[src/rtl/timer_intc_dev_if.sv]
// CPU data-bus bundle seen by memory-mapped devices: address, load/store
// strobes and store data from the CPU, read data back to the CPU.
interface timer_intc_dev_if #(
    parameter int unsigned DBITS = 32
);
    logic [DBITS-1:0] memAddrBus;
    logic             weBus;
    logic             reBus;
    logic [DBITS-1:0] dataBusOut;
    logic [DBITS-1:0] dataBusIn;

    modport master (
        output memAddrBus,
        output weBus,
        output reBus,
        output dataBusOut,
        input  dataBusIn
    );

    modport slave (
        input  memAddrBus,
        input  weBus,
        input  reBus,
        input  dataBusOut,
        output dataBusIn
    );
endinterface

[src/rtl/timer_intc_dev.sv]
// Interval timer with level interrupt. A prescaler produces a tick every
// DIV_TICKS clocks; each tick advances TCNT, which wraps at TLIM and raises
// the ready flag (or overrun when ready is still pending). The interrupt
// request is ready & ie, registered, and is held until software clears ready.
module timer_intc_dev #(
    parameter int unsigned      DBITS     = 32,
    parameter logic [DBITS-1:0] BASE_ADDR = 32'hF000_0020,
    parameter int unsigned      DIV_TICKS = 10000,
    parameter logic [DBITS-1:0] IDN_VALUE = 32'h1
) (
    input  logic             clk,
    input  logic             reset,
    timer_intc_dev_if.slave  bus,
    output logic             inta,
    output logic [DBITS-1:0] idn
);
    localparam int unsigned PW = (DIV_TICKS > 1) ? $clog2(DIV_TICKS) : 1;
    localparam logic [PW-1:0] PRESC_LAST = PW'(DIV_TICKS - 1);

    localparam logic [1:0] OFF_TCNT = 2'd0;
    localparam logic [1:0] OFF_TLIM = 2'd1;
    localparam logic [1:0] OFF_TCTL = 2'd2;

    // Architectural state
    logic [PW-1:0]    presc;
    logic [DBITS-1:0] tcnt;
    logic [DBITS-1:0] tlim;
    logic             ready;
    logic             overrun;
    logic             ie;

    // Next-state values
    logic [PW-1:0]    prescNext;
    logic [DBITS-1:0] tcntNext;
    logic [DBITS-1:0] tlimNext;
    logic             readyNext;
    logic             overrunNext;
    logic             ieNext;

    // Decode and event qualifiers
    logic             sel;
    logic [1:0]       regOff;
    logic             wrCnt;
    logic             wrLim;
    logic             wrCtl;
    logic             tick;
    logic             tickEff;
    logic             limHit;
    logic             clrReady;
    logic             clrOverrun;
    logic [DBITS-1:0] ctlWord;
    logic [1:0]       unusedAddrBits;

    // Byte-lane bits of the address play no part in register selection.
    assign unusedAddrBits = bus.memAddrBus[1:0];

    assign regOff = bus.memAddrBus[3:2];
    assign sel    = (bus.memAddrBus[DBITS-1:4] == BASE_ADDR[DBITS-1:4]) &&
                    (regOff != 2'd3);

    assign wrCnt = bus.weBus && sel && (regOff == OFF_TCNT);
    assign wrLim = bus.weBus && sel && (regOff == OFF_TLIM);
    assign wrCtl = bus.weBus && sel && (regOff == OFF_TCTL);

    // Software may only clear the flags: a 0 in the flag bit clears it.
    assign clrReady   = wrCtl && !bus.dataBusOut[0];
    assign clrOverrun = wrCtl && !bus.dataBusOut[2];

    assign tick    = (presc == PRESC_LAST);
    // A TCNT or TLIM write in the same cycle swallows the tick entirely.
    assign tickEff = tick && !wrCnt && !wrLim;
    assign limHit  = tickEff && (tlim != '0) && (tcnt == tlim - DBITS'(1));

    // Next-state computation for counter, limit and control flags
    always_comb begin
        // NOTE: every output of this block gets a default first so no path
        // leaves a variable unassigned, which would otherwise infer a latch.
        prescNext   = tick ? '0 : presc + PW'(1);
        tcntNext    = tcnt;
        tlimNext    = tlim;
        readyNext   = ready;
        overrunNext = overrun;
        ieNext      = ie;

        if (wrLim) begin
            tlimNext  = bus.dataBusOut;
            tcntNext  = '0;
            prescNext = '0;
        end else if (wrCnt) begin
            tcntNext = bus.dataBusOut;
        end else if (limHit) begin
            tcntNext = '0;
        end else if (tickEff) begin
            tcntNext = tcnt + DBITS'(1);
        end

        if (wrCtl) begin
            ieNext = bus.dataBusOut[8];
        end

        // A limit hit beats a concurrent clear so the event is never lost;
        // overrun only marks a hit that lands on a still-pending ready.
        if (limHit) begin
            readyNext = 1'b1;
        end else if (clrReady) begin
            readyNext = 1'b0;
        end

        if (limHit && ready && !clrReady) begin
            overrunNext = 1'b1;
        end else if (clrOverrun) begin
            overrunNext = 1'b0;
        end
    end

    // State register, including the registered interrupt request
    always_ff @(posedge clk or negedge reset) begin
        if (!reset) begin
            presc   <= '0;
            tcnt    <= '0;
            tlim    <= '0;
            ready   <= 1'b0;
            overrun <= 1'b0;
            ie      <= 1'b0;
            inta    <= 1'b0;
        end else begin
            // NOTE: non-blocking assignments here so every register samples
            // pre-edge values; inta must see the old ready/ie, not the new.
            presc   <= prescNext;
            tcnt    <= tcntNext;
            tlim    <= tlimNext;
            ready   <= readyNext;
            overrun <= overrunNext;
            ie      <= ieNext;
            inta    <= ready & ie;
        end
    end

    // Control register image: only ready, overrun and ie are implemented
    always_comb begin
        ctlWord    = '0;
        ctlWord[0] = ready;
        ctlWord[2] = overrun;
        ctlWord[8] = ie;
    end

    // Read mux; drives zero unless this device is being read so the CPU can OR-merge
    always_comb begin
        bus.dataBusIn = '0;
        if (bus.reBus && sel) begin
            case (regOff)
                OFF_TCNT: bus.dataBusIn = tcnt;
                OFF_TLIM: bus.dataBusIn = tlim;
                OFF_TCTL: bus.dataBusIn = ctlWord;
                default:  bus.dataBusIn = '0;
            endcase
        end
    end

    assign idn = inta ? IDN_VALUE : '0;
endmodule

[src/flat_wrapper.sv]
// flat-port wrapper written by rule: the top's interface ports become plain ports
module timer_intc_dev_flat 
#(
    parameter int unsigned      DBITS     = 32,
    parameter logic [DBITS-1:0] BASE_ADDR = 32'hF000_0020,
    parameter int unsigned      DIV_TICKS = 10000,
    parameter logic [DBITS-1:0] IDN_VALUE = 32'h1
)
  (clk, reset, inta, idn, bus_memAddrBus, bus_weBus, bus_reBus, bus_dataBusOut, bus_dataBusIn);
  timer_intc_dev_if #(.DBITS(DBITS)) bus_i ();
  input  logic clk;
  input  logic reset;
  output logic inta;
  output logic [DBITS-1:0] idn;
  input wire logic [$bits(bus_i.memAddrBus)-1:0] bus_memAddrBus;
  input wire logic [$bits(bus_i.weBus)-1:0] bus_weBus;
  input wire logic [$bits(bus_i.reBus)-1:0] bus_reBus;
  input wire logic [$bits(bus_i.dataBusOut)-1:0] bus_dataBusOut;
  output wire logic [$bits(bus_i.dataBusIn)-1:0] bus_dataBusIn;
  assign bus_i.memAddrBus = bus_memAddrBus;
  assign bus_i.weBus = bus_weBus;
  assign bus_i.reBus = bus_reBus;
  assign bus_i.dataBusOut = bus_dataBusOut;
  assign bus_dataBusIn = bus_i.dataBusIn;
  timer_intc_dev #(.DBITS(DBITS), .BASE_ADDR(BASE_ADDR), .DIV_TICKS(DIV_TICKS), .IDN_VALUE(IDN_VALUE)) u_core (.clk(clk), .reset(reset), .bus(bus_i), .inta(inta), .idn(idn));
endmodule
[config.mk]
export PLATFORM = sky130hd
export DESIGN_NAME = timer_intc_dev_flat
export DESIGN_NICKNAME = d
export VERILOG_FILES = /design/src/rtl/timer_intc_dev_if.sv /design/src/rtl/timer_intc_dev.sv /design/src/flat_wrapper.sv
export SDC_FILE = /design/constraint.sdc
export NUM_CORES = 1
export LEC_CHECK = 0
export CORE_ASPECT_RATIO = 1.5
export CORE_MARGIN = 2
export CORE_UTILIZATION = 53
export CTS_BUF_LIST = sky130_fd_sc_hd__clkbuf_16
export CTS_CLUSTER_SIZE = 8
export DETAILED_ROUTE_END_ITERATION = 8
export PLACE_DENSITY = 0.82
export SLEW_MARGIN = 10
export SYNTH_ARGS = -nofsm -noshare
export SYNTH_HDL_FRONTEND = slang
export SYNTH_SLANG_ARGS = --single-unit
[constraint.sdc]
create_clock -name clk -period 3.6 [get_ports clk]
set_clock_uncertainty 0.15 [all_clocks]
set_input_delay 0.72 -clock clk [delete_from_list [all_inputs] [get_ports clk]]
set_output_delay 0.72 -clock clk [all_outputs]
set_load 0.05 [all_outputs]
* After elaboration in Yosys (flattened, before gate mapping) *
Cells that the tools add are included.

operators by class
  reduce and logical (&&, ||, !) cells = 24
  bitwise gates (word level) = 1
  multiplexer cells = 13
  add/sub/neg operators = 3
  eq/ne operators = 6

operators with widths
  cell                                                 number
  2-to-1 mux 32 bit                                    5
  case mux 32 bit (3 select lines)                     1
  adder 32 x 1 -> 32 bit, second input constant        1
  equality test 32 bit                                 1
  nonzero test 32 bit                                  1
  subtractor 32 x 1 -> 32 bit, second input constant   1
  equality test 28 bit, second input constant          1
  2-to-1 mux 14 bit                                    2
  adder 14 x 1 -> 14 bit, second input constant        1
  equality test 14 bit, second input constant          1
  logical AND 1 bit                                    14
  zero test 1 bit                                      5
  2-to-1 mux 1 bit                                     5
  nonzero test 2 bit                                   2
  nonzero test 4 bit                                   1
  equality test 2 x 1 -> 1 bit, second input constant  1
  equality test 2 bit, second input constant           1
  zero test 2 bit                                      1
  inequality test 2 bit, second input constant         1
  AND 1 bit                                            1

word-level totals
  logic and storage cells = 54
  bits of input ports = 68
  flip-flop bits (word level) = 82

* Longest topological paths before layout *
  depth after elaboration = 12
  mapped depth = 12
  depth with buffers taken out = 10

* Worst setup path after synthesis *
No wires, ideal clock.

  path kind = in2out
  from = input port bus_memAddrBus[16]
  to = output port bus_dataBusIn[21]
  required time = 2.730 ns
  arrival time = 2.914 ns
  stages = 8
  path slack = -0.184 ns
  cell sequence = nor4_1 > nand3_1 > nor2_1 > nand3_1 > or2_2 > clkbuf_1 > buf_1 > nor2_1

on the way
  cells in the longest elaborated chain, start to end = 4

ends and longest elaborated chain
  element               RTL line               RTL
  from (decl)           flat_wrapper.sv:15     input wire logic [$bits(bus_i.memAddrBus)-1:0] bus_memAddrBus;
  equality test 28 bit  timer_intc_dev.sv:58   assign sel = (bus.memAddrBus[DBITS-1:4] == BASE_ADDR[DBITS-1:4]) &&
  logical AND 1 bit     timer_intc_dev.sv:58
  logical AND 1 bit     timer_intc_dev.sv:150  if (bus.reBus && sel) begin
  2-to-1 mux 32 bit     timer_intc_dev.sv:150
  to (decl)             flat_wrapper.sv:19     output wire logic [$bits(bus_i.dataBusIn)-1:0] bus_dataBusIn;

Every way passes these cells.

* Worst setup path after layout *
  from = input port bus_memAddrBus[15]
  to = output port bus_dataBusIn[25]

Same word-level chain as after synthesis.

==> metrics <==
reg2reg path depth 12; io pins 133; Die W 93.8 um; later-pin clock latency in the skew report 0.35 ns; Rows 49; GRT Util Overall 0.318; reg2reg setup slack 0.12 ns; endpoints failing setup 0; Crit path arrival time 2.67 ns; layout cell share with drive strength beyond 1 0.232; CTS Sinks 82; Die ar. 13000 um2; Worst Max-Slew Pin Slew 1.08 ns; worst hold margin 0.316 ns; Syn Inst Count 732; Cell Pwr Density 254 nW/um2; Post-Route Utilization 0.720; Seq/Total Area, Yosys 0.320; Post-Syn Area 6410 um2; Final Max Tran Viols 0; first-pass GRT wire length 32700 um; WS Path Type in -> out; pin count of the biggest net entering global routing 83; total global routing overflow 0; Top FF cell, synth dfrtp_1; Leak Pwr 0.00363 uW; fmax 0.282 GHz; highest-count cells in the layout ignoring fill and taps 82 x dfrtp_1, 65 x nand2_1, 60 x clkdlybuf4s50_1, 41 x buf_4; crit path launch type input pin; hold_buf cts 0; DRT antenna net count 0; synth unique cells 71; CTS clk-pin slew, worst paths 0.06 ns; vias in the first global route 6587; maximum vdd drop 0.225 mV; Initial Util 0.539; most common cell after layout, fill and taps aside dfrtp_1; status finished clean; clock root buffer master clkbuf_16; DR vias/cell 6.42; unrepaired setup endpoints after global routing true; Period Utilization, post-route 0.983; worst rel slew slack 0.279; routed len/inst 21.1 um; syn_area_per_cell 8.76 um2; HPWL Detailed 14700 um; Std-Cell Core Area 11900 um2; Hold Path Class reg -> reg; initial antenna violation count 0; CP max FO 12; total wire length 20900 um; CTS tree yes; Synth Register Bits 82; count of final hold-check violations 0; 1st-iter DRT viols 729; fin nets 909; synth warn 0; Worst setup EP type primary output; drt drc 0; TritonRoute pass-1 iters 8; Die Y 139 um; EDFF count, synth 0; antenna cell count 0; Final Critical Period 3.54 ns; htree depth 3; Max-cap violations 0; worst hold path stage count 1; Bufs on Longest Clock Path 2; Port Buf Inserts 99; TritonCTS buffer count 9; RePlAce Congestion 0.992; CP Data Required Time 2.73 ns; ys async rst share 1.00; vias 6388; Synth-to-Final Area Change 33.6%
## cell usage after synthesis (7+ instances only)
| master | count | area, um2 |
|---|---|---|
| xnor2_1 | 40 | 350 |
| nor2_1 | 71 | 267 |
| o21ai_0 | 22 | 110 |
| and3_1 | 20 | 125 |
| clkbuf_1 | 34 | 128 |
| dfrtp_1 | 82 | 2050 |
| mux2i_1 | 38 | 380 |
| inv_1 | 7 | 26.3 |
| xor2_1 | 29 | 254 |
| nor3_1 | 36 | 180 |
| nor4_1 | 18 | 113 |
| buf_4 | 33 | 248 |
| a21oi_1 | 19 | 95.1 |
| nand4_1 | 16 | 100 |
| or4_1 | 9 | 67.6 |
| mux2_2 | 32 | 360 |
| nand2_1 | 65 | 244 |
| buf_2 | 8 | 40.0 |
| o21ai_2 | 10 | 87.6 |
| nand3_1 | 30 | 150 |
## state kept, by name, indices dropped and copies added (netlist names)
signal          count
u_core.ie           1
u_core.presc       14
u_core.overrun      1
u_core.inta         1
u_core.tlim        32
u_core.tcnt        32
u_core.ready        1
## layout make-up
class                      count  area [um2]
tap                          153         191
multi-input combinational    592        4240
sequential                    82        2050
inverter                       8        30.0
clock buffer                   9         225
fill                         846        3330
clock inverter                 7         100
timing repair buffer         144        1720
## repair_timing
item,in CTS,in global routing
buffers inserted,1,0
resized for setup,49,26
endpoints found under the setup margin,29,38
cloned,0,1
pin swaps,3,17
## critical path: stages
cell,delay (ns)
clkdlybuf4s50_1,0.41
nor4_2,0.31
nand3_1,0.17
nor2_2,0.15
nand3_2,0.09
or2_4,0.31
buf_12,0.18
nor2_2,0.16
buf_12,0.15
## per-layer routing
| layer | global-route usage | part of all wire | up-vias |
|---|---|---|---|
| met5 | 0 | 0 | - |
| met4 | 0.181 | 0.057 | 0 |
| met3 | 0.0484 | 0.079 | 114 |
| met2 | 0.561 | 0.52 | 424 |
| met1 | 0.357 | 0.35 | 3068 |
| li1 | - | - | 2782 |
## path summary, 6_finish.rpt
check                                           start                           to
min in group asynchronous                       reset        u_core.inta$_DFF_PN0_
max in group asynchronous                       reset  u_core.tlim[20]$_DFFE_PN0P_
min                         u_core.presc[0]$_DFF_PN0_    u_core.presc[0]$_DFF_PN0_
max reg2reg                u_core.tlim[1]$_DFFE_PN0P_   u_core.tcnt[7]$_DFFE_PN0P_
min reg2reg                 u_core.presc[0]$_DFF_PN0_    u_core.presc[0]$_DFF_PN0_
max                                bus_memAddrBus[15]            bus_dataBusIn[25]
## logic make-up (layout without fill, tap and decap cells)
family	Yosys count	in the layout	share of synthesized area
AOI/OAI and AO/OA	99	99	0.110
xor gates and xnor gates	69	69	0.0943
adders and majority gates	4	4	0.00781
buffers and inverters	88	168	0.0761
DFF	82	82	0.320
muxes	70	70	0.116
other	1	31	0.000585
and+or+nand+nor	319	319	0.275
## through the flow
| stage | setup WS, ns | total power, uW | instance area [um2] | setup TNS [ns] | instances |
|---|---|---|---|---|---|
| final | 0.0597 | 2170 | 8560 | 0 | 995 |
| after global routing | -0.0602 | 2230 | 8560 | -0.944 | 995 |
| after CTS | 0.00412 | 2160 | 8410 | 0 | 994 |
| after detailed placement | -0.322 | 1150 | 7910 | -8.56 | 977 |
| after global placement | -0.171 | 1150 | 7910 | -4.50 | 977 |
| after floorplan | -0.184 | 1070 | 6520 | -1.84 | 762 |
## power breakdown
group / leakage, uW / switching (uW) / internal, uW / total (uW)
registers: 0.000990 / 0.252 / 921 / 921
logic: 0.00248 / 142 / 80.3 / 223
clock network: 0.000160 / 415 / 614 / 1030
total: 0.00363 / 558 / 1620 / 2170
(Power assumes the default switching activity.)
